`config.mk`:
```
export PLATFORM = sky130hd
export DESIGN_NAME = store_unit
export DESIGN_NICKNAME = d
export VERILOG_FILES = /design/src/rtl/riscv_bus_pkg.sv /design/src/rtl/store_lane_align.sv /design/src/rtl/store_unit.sv
export SDC_FILE = /design/constraint.sdc
export NUM_CORES = 1
export LEC_CHECK = 0
export BUFFER_PORTS_ARGS = -buffer_cell sky130_fd_sc_hd__buf_2
export CORE_UTILIZATION = 41
export CTS_CLUSTER_SIZE = 8
export DETAILED_ROUTE_END_ITERATION = 12
export PLACE_DENSITY = 0.77
export SLEW_MARGIN = 30
export SYNTH_ARGS = -nofsm -noshare
export SYNTH_HDL_FRONTEND = slang
export SYNTH_SLANG_ARGS = --single-unit
```
`constraint.sdc`:
```
create_clock -name clk_in -period 1.4 [get_ports clk_in]
set_input_delay 0 -clock clk_in [delete_from_list [all_inputs] [get_ports clk_in]]
set_output_delay 0 -clock clk_in [all_outputs]
set_load 0.05 [all_outputs]
```
`src/rtl/riscv_bus_pkg.sv`:
```
// Shared AHB-Lite / store-path encodings used by the data-memory port units.
package riscv_bus_pkg;

  typedef enum logic [1:0] {
    HTRANS_IDLE   = 2'b00,
    HTRANS_NONSEQ = 2'b10
  } htrans_e;

  typedef enum logic [2:0] {
    HSIZE_BYTE = 3'b000,
    HSIZE_HALF = 3'b001,
    HSIZE_WORD = 3'b010
  } hsize_e;

  typedef enum logic [1:0] {
    SZ_BYTE = 2'b00,
    SZ_HALF = 2'b01,
    SZ_WORD = 2'b10,
    SZ_RSVD = 2'b11
  } st_size_e;

  typedef enum logic [1:0] {
    ST_IDLE = 2'b00,
    ST_ADDR = 2'b01,
    ST_DATA = 2'b10
  } st_state_e;

endpackage

```
`src/rtl/store_lane_align.sv`:
```
// Combinational store formatter: replicates data across byte lanes and derives
// the byte mask, HSIZE, the naturally aligned address and a misalignment flag.
module store_lane_align
  import riscv_bus_pkg::*;
#(
  parameter int ADDR_W = 32,
  parameter int DATA_W = 32
) (
  input  logic [ADDR_W-1:0]            addr,
  input  logic [DATA_W-1:0]            data,
  input  st_size_e                     size,
  output logic [ADDR_W-1:0]            addr_al,
  output logic [DATA_W/8-1:0][7:0]     lane_data,
  output logic [DATA_W/8-1:0]          mask,
  output hsize_e                       hsize,
  output logic                         misaligned
);
  localparam int NUM_LANES = DATA_W / 8;

  logic is_byte, is_half;
  assign is_byte = (size == SZ_BYTE);
  assign is_half = (size == SZ_HALF);

  // Byte replicates lane 0, half replicates lanes 1:0, word/reserved passes through.
  for (genvar i = 0; i < NUM_LANES; i++) begin : g_lane
    assign lane_data[i] = is_byte ? data[7:0] :
                          is_half ? data[8*(i%2) +: 8] :
                                    data[8*i +: 8];
  end

  always_comb begin
    addr_al    = addr;
    misaligned = 1'b0;
    hsize      = HSIZE_WORD;
    mask       = '1;
    if (is_byte) begin
      hsize = HSIZE_BYTE;
      mask  = NUM_LANES'(1) << addr[1:0];
    end else if (is_half) begin
      misaligned = addr[0];
      addr_al[0] = 1'b0;
      hsize      = HSIZE_HALF;
      mask       = NUM_LANES'(3) << {addr[1], 1'b0};
    end else begin
      misaligned   = (addr[1:0] != 2'b00);
      addr_al[1:0] = 2'b00;
    end
  end

endmodule

```
`src/rtl/store_unit.sv`:
```
// Single-beat AHB-Lite write engine for the store path (IDLE -> ADDR -> DATA).
// STORE_MISALIGN_TRAP_EN: misaligned requests pulse st_misaligned_out instead of being forced aligned.
module store_unit
  import riscv_bus_pkg::*;
#(
  parameter int ADDR_W = 32,
  parameter int DATA_W = 32
) (
  input  logic                clk_in,
  input  logic                rst_in,
  input  logic                st_req_in,
  input  logic [ADDR_W-1:0]   st_addr_in,
  input  logic [DATA_W-1:0]   st_data_in,
  input  logic [1:0]          st_size_in,
  input  logic                ahb_ready_in,
  input  logic                ahb_resp_in,
  output logic [1:0]          ahb_htrans_out,
  output logic                ahb_hwrite_out,
  output logic [2:0]          ahb_hsize_out,
  output logic [ADDR_W-1:0]   dmaddr_out,
  output logic [DATA_W-1:0]   dmdata_out,
  output logic [DATA_W/8-1:0] dmwr_mask_out,
  output logic                busy_out,
  output logic                st_done_out,
  output logic                st_fault_out,
  output logic                st_misaligned_out
);
`ifdef STORE_MISALIGN_TRAP_EN
  localparam bit TRAP_EN = 1'b1;
`else
  localparam bit TRAP_EN = 1'b0;
`endif

  st_state_e                 state_q, state_d;
  logic [ADDR_W-1:0]         al_addr;
  logic [DATA_W/8-1:0][7:0]  al_data;
  logic [DATA_W/8-1:0]       al_mask;
  hsize_e                    al_hsize;
  logic                      al_misaligned;

  store_lane_align #(.ADDR_W(ADDR_W), .DATA_W(DATA_W)) u_align (
    .addr       (st_addr_in),
    .data       (st_data_in),
    .size       (st_size_e'(st_size_in)),
    .addr_al    (al_addr),
    .lane_data  (al_data),
    .mask       (al_mask),
    .hsize      (al_hsize),
    .misaligned (al_misaligned)
  );

  logic idle_req, trap, start;
  assign idle_req = (state_q == ST_IDLE) && st_req_in;
  assign trap     = idle_req && al_misaligned && TRAP_EN;
  assign start    = idle_req && !trap;

  always_comb begin
    state_d = state_q;
    case (state_q)
      ST_IDLE: if (start)        state_d = ST_ADDR;
      ST_ADDR: if (ahb_ready_in) state_d = ST_DATA;
      ST_DATA: if (ahb_ready_in) state_d = ST_IDLE;
      default:                   state_d = ST_IDLE;
    endcase
  end

  // Outputs are computed from the next state so every port comes straight off a flop.
  htrans_e             htrans_d;
  logic                hwrite_d, busy_d, done_d, fault_d;
  logic [DATA_W/8-1:0] mask_d;
  always_comb begin
    htrans_d = (state_d == ST_ADDR) ? HTRANS_NONSEQ : HTRANS_IDLE;
    hwrite_d = (state_d == ST_ADDR);
    busy_d   = (state_d != ST_IDLE);
    mask_d   = (state_d == ST_IDLE) ? '0 : (start ? al_mask : dmwr_mask_out);
    done_d   = (state_q == ST_DATA) && ahb_ready_in;
    fault_d  = done_d && ahb_resp_in;
  end

  always_ff @(posedge clk_in) begin
    if (rst_in) begin
      state_q           <= ST_IDLE;
      ahb_htrans_out    <= HTRANS_IDLE;
      ahb_hwrite_out    <= 1'b0;
      ahb_hsize_out     <= 3'b000;
      dmaddr_out        <= '0;
      dmdata_out        <= '0;
      dmwr_mask_out     <= '0;
      busy_out          <= 1'b0;
      st_done_out       <= 1'b0;
      st_fault_out      <= 1'b0;
      st_misaligned_out <= 1'b0;
    end else begin
      state_q           <= state_d;
      ahb_htrans_out    <= htrans_d;
      ahb_hwrite_out    <= hwrite_d;
      dmwr_mask_out     <= mask_d;
      busy_out          <= busy_d;
      st_done_out       <= done_d;
      st_fault_out      <= fault_d;
      st_misaligned_out <= trap;
      if (start) begin
        dmaddr_out    <= al_addr;
        dmdata_out    <= al_data;
        ahb_hsize_out <= al_hsize;
      end
    end
  end

endmodule

```
# == After elaboration in Yosys (flattened, before gate mapping) ==
# Cells that the tools add are included.
# op_classes
muxes,16
eq_ne,4
n_reduce_logical,8
shift,2
# ops
operator,n
2-to-1 mux 8 bit,5
2-to-1 mux 2 bit,6
2-to-1 mux 4 bit,2
== test 2 x 1 -> 1 bit (second input constant),3
zero test 2 bit,3
case mux 2 bit (3 select lines),1
left shift 1 x 2 -> 4 bit (first input constant),1
left shift 2 x 2 -> 4 bit (first input constant),1
logical AND 1 bit,3
2-to-1 mux 3 bit,1
== test 2 bit (second input constant),1
nonzero test 2 bit,1
OR reduction 2 bit,1
2-to-1 mux 1 bit,1
# word_totals
output_inout_bits,78
ff_bits,79
word_cells,40

# == Longest topological paths before layout ==
# depth
ltp_word,6
ltp_mapped,5
ltp_nobuf,3

# == Modules after synthesis ==
# From an unflattened synthesis, not the netlist that was laid out.
# unflattened
hier_cells,432
area_unflattened_um2,3510.9
# by_module_without_submodules
mod,area_per_inst_um2,instances,cells_per_inst
store_unit,2752.6,1,332
store_lane_align,758.2,1,100

# == Least setup slack after synthesis ==
# No wires, ideal clock.
# synth_path
path_kind,reg-to-reg
from,register state_q[1]
to,register dmdata_out[25]
slack_ps,112
setup_ps,134
path_stages_with_launch,6
t_required_ps,1266
path_buffers,2
arrival_time_ps,1154
path_cell_list,dfxtp_1 -> or3b_1 -> buf_2 -> buf_6 -> a21oi_2 -> a211oi_1
# synth_via
elab_chain_len,2
# synth_rtl
item,line_no,rtl
from (decl),store_unit.sv:34,"st_state_e state_q, state_d;"
from (signal assigned),store_unit.sv:94,state_q <= state_d;
zero test 2 bit,store_unit.sv:53,assign idle_req = (state_q == ST_IDLE) && st_req_in;
logical AND 1 bit,store_unit.sv:53,
to (signal assigned),store_unit.sv:104,dmdata_out <= al_data;
to (decl),store_unit.sv:21,"output logic [DATA_W-1:0] dmdata_out,"
# No other way between the ends.
# A chain may end at the register's enable or synchronous reset.

# == Final worst setup path ==
# layout_path
from,register state_q[1]
to,register dmwr_mask_out[3]
# layout_via
elab_chain_len,6
word_cells_on_any_way,10
# layout_rtl
item,line_no,rtl
zero test 2 bit,"store_unit.sv:53, store_unit.sv:59",
logical AND 1 bit,store_unit.sv:53,
2-to-1 mux 2 bit,store_unit.sv:60,ST_IDLE: if (start) state_d = ST_ADDR;
case mux 2 bit (3 select lines),store_unit.sv:59,case (state_q)
zero test 2 bit,store_unit.sv:75,mask_d = (state_d == ST_IDLE) ? '0 : (start ? al_mask : dmwr_mask_out);
OR reduction 2 bit (no line),n/a,
to (signal assigned),store_unit.sv:97,dmwr_mask_out <= mask_d;
to (decl),store_unit.sv:22,"output logic [DATA_W/8-1:0] dmwr_mask_out,"
# Parallel ways exist; a longest one is shown, timed or not.

==> metrics.md <==
| Metric | Value |
|---|---|
| Outcome | finished, violations left |
| Failing checks | setup timing |
| Final setup vio count | 2 |
| Top post-synthesis cells by area | dfxtp_1 (52%), nand2_1 (12%), a21oi_1 (8.1%) |
| Unrepaired setup endpoints after global routing | yes |
| Post-synth EDFFs | 0 |
| CP peak stage delay | 0.38 ns |
| Ports | 149 |
| Vias per cell | 5.006 |
| Crit Path Class | reg2reg |
| Switch share | 32.03% |
| Die area | 0.007461 sq mm |
| Achievable Freq | 693.5 MHz |
| Nets | 617 |
| DR iter-0 viols | 251 |
| Area after DPL | 0.003741 sq mm |
| Routed WL | 9538 microns |
| Critical path's slowest cell | or3b_4 |
| Core area | 0.006832 sq mm |
| Clock slew at the register clock pins of the worst setup and hold paths | 0.08 ns |
| Hold Vio Cnt, Final | 0 |
| Yosys cell types | 31 |
| Rows | 30 |
| Gate power share | 26.0% |
| Crit path time final | 1.442 ns |
| Routed wire per std cell | 14.72 microns |
| Clock Tree Buf Depth | 2 |
| Primary FF master, synth | dfxtp_1 |
| Final setup margin | -0.04191 ns |
| Post-synth top area share | 52.12% |
| Die W | 86.38 microns |
| Maximum vdd drop | 0.6935 mV |
| Final instance area | 0.004682 sq mm |
| Hpwl dp | 5604 microns |
| Via count | 3,244 |
| Period utilization | 103.0% |
| Initial antenna violation count | 0 |
| Layout area overhead | 60.39% |
| Clock group share of total power | 33.4% |
| Synth Instances | 347 |
| Ys async rst share | 0% |
| Post-Synth Simple-Gate Area | 18.26% |
| Synthesized area | 0.002919 sq mm |
| Pwr dens | 1263 mW/mm^2 |
| GP Congestion | 0.7896 |
| Sequential power share | 40.5% |
| Root buffer cell | clkbuf_8 |
| CP Capture Type | register |
| Multiplexer share of the synthesized area | 3.086% |
| Fin. max-slew vios | 0 |
| CP startpoint kind | register |
| Most frequent cell after synthesis | nand2_1 |
| Slew Limit Headroom | 61.24% |
| Area of the multi-input gates | 0.001272 sq mm |
| DRC violations left | 0 |
| DRT antenna net count | 0 |
| DP Cell Count | 570 |
| Sequential cell area | 0.001524 sq mm |
| Max-capacitance violation count | 0 |
| Most frequent cells after synthesis | nand2_1 (92), dfxtp_1 (76), a21oi_1 (47), nor2_1 (26), a211oi_1 (24) |
| Worst hold margin | 0.01262 ns |
| Xor and xnor area share after synthesis | 0% |
| Pleak | 0.002189 uW |
| Number of buffers added on ports | 145 |
| Layout Skew | 0.01087 ns |
| Largest net degree at the start of global routing | 30 |
| Hold Crit Class | in2reg |
| Num CTS Buffers | 9 |
| Int Pwr | 4019 uW |
| Syn avg cell area | 8.412 sq um |
| 1st-pass router iterations | 5 |
| #FFs+latches synth | 76 |
| Worst Path Max Fanout | 6 |
| Yosys warns | 0 |
| Number of global-route vias before repair | 3,045 |
| Fill cells | 549 |
| Die height | 86.38 microns |
| WP data arrival | 1.69 ns |
| GRT Total Usage | 25.64% |
| Global-route wire length before repair | 14,740 microns |
| Htree depth | 3 |
| Net Sw Power | 1894 uW |
| Worst-path cell chain | buf_6 > or3b_4 > a21o_1 > a311oi_1 |
| Layout cell share with drive strength beyond 1 | 36.12% |
| Gr ovfl total | 0 |
| Synth Area in Compound Gates | 20.15% |
| TritonCTS clock tree | yes |
| Clk sink count | 76 |
| Final cell count without fillers | 648 |
| Sequential area share after synthesis | 52.12% |
| Initial Utilization | 42.73% |
| Required time worst endpoint | 1.65 ns |
| Main combinational cell family by area after synthesis | compound AO/OA/AOI/OAI gates |
| Clock latency on the worst-skew pair | 0.34 ns |
| Post-synth top area cell | dfxtp_1 |
| Post-synthesis adder-cell area fraction | 0% |
| Least-Margin Pin Slew | 0.5808 ns |
power groups by stage:
stage | registers (uW) | clock network, uW | logic [uW]
2_1_floorplan | 2970 | 0 | 420
3_5_place_dp | 2440 | 0 | 1320
6_report | 2400 | 1980 | 1540
3_3_place_gp | 2440 | 0 | 1300
4_1_cts | 2390 | 2020 | 1500
5_1_grt | 2410 | 2110 | 1630
cell families (layout without fill, tap and decap cells):
family	Yosys count	after routing
DFF	76	76
AOI/OAI and AO/OA	93	93
and+or+nand+nor	131	131
other	1	4
buffers and inverters	37	239
muxes	9	9
sequential cells by signal (all words and copies together), names as in the netlist:
| signal | cells |
|---|---|
| ahb_hsize_out | 2 |
| ahb_hwrite_out | 1 |
| busy_out | 1 |
| dmaddr_out | 32 |
| dmdata_out | 32 |
| dmwr_mask_out | 4 |
| st_done_out | 1 |
| st_fault_out | 1 |
| state_q | 2 |
worst max-delay path: cells and delay by family, from the launching register on:
kind | cells | cell delay (ns)
flip-flops | 1 | 0.35
buffers and inverters | 1 | 0.12
AO/OA/AOI/OAI | 2 | 0.51
AND/OR/NAND/NOR | 1 | 0.38
per-layer routing:
layer	GRT usage [%]	share of wire, %
met3	4.571	6.8
met1	31.08	40
met4	13.79	3.3
met5	0	0
met2	43.36	50
layout by cell type, fill, tap and decap left out, types with 2 or more instances in the layout:
cell type / n
nand3_1: 2
buf_12: 3
mux2i_1: 9
dfxtp_1: 74
bufinv_16: 3
clkinv_4: 2
o21ai_0: 2
buf_16: 2
o221ai_1: 2
conb_1: 3
a21oi_1: 46
a22oi_1: 8
buf_4: 9
inv_1: 5
clkbuf_8: 9
dfxtp_2: 2
or3b_4: 2
buf_2: 145
buf_6: 4
dlygate4sd3_1: 55
nor2_1: 26
a21oi_2: 7
a311oi_1: 2
a211oi_1: 18
nor3_1: 2
a211oi_2: 6
nand2_1: 92
timing repair:
| action | in CTS | in global routing |
|---|---|---|
| gates resized for setup | 6 | 12 |
| endpoints found under the setup margin | 29 | 37 |
| buffers inserted | 1 | 3 |
| pin swaps | 0 | 2 |
| hold endpoints to repair | 56 | 0 |
| hold buffers | 55 | 0 |
| cloned | 2 | 0 |
stage by stage:
step | TNS [ns] | setup WS [ns] | power (uW) | util, %
floorplan | 0 | 0.1120 | 3390 | -
global placement | 0 | 0.02324 | 3738 | 54.76
detailed placement | -0.2416 | -0.06009 | 3761 | 54.76
CTS | -0.01486 | -0.01486 | 5908 | 67.49
global route | -0.2027 | -0.08388 | 6150 | 68.50
finish | -0.05399 | -0.04191 | 5912 | 68.53
final timing paths:
check                                                 start  cells past startpoint  slack [ns]                       endpoint
worst max-delay path                  state_q[1]$_SDFF_PP0_                      4       -0.04  dmwr_mask_out[3]$_SDFFE_PP0P_
worst max register to register        state_q[1]$_SDFF_PP0_                      4       -0.04  dmwr_mask_out[3]$_SDFFE_PP0P_
worst min-delay path                         st_data_in[21]                      3        0.01    dmdata_out[21]$_SDFFE_PP0P_
worst min register to register  dmaddr_out[19]$_SDFFE_PP0P_                      2        0.46    dmaddr_out[19]$_SDFFE_PP0P_
final cells by class:
cell class / count / area share (%)
tap: 96 / 2.565
multi-input combinational: 236 / 27.18
timing repair buffer: 218 / 32.12
inverter: 5 / 0.4009
clock buffer: 10 / 2.726
sequential: 76 / 32.55
clock inverter: 6 / 2.405
antenna: 1 / 0.05345
(Power assumes the default switching activity.)
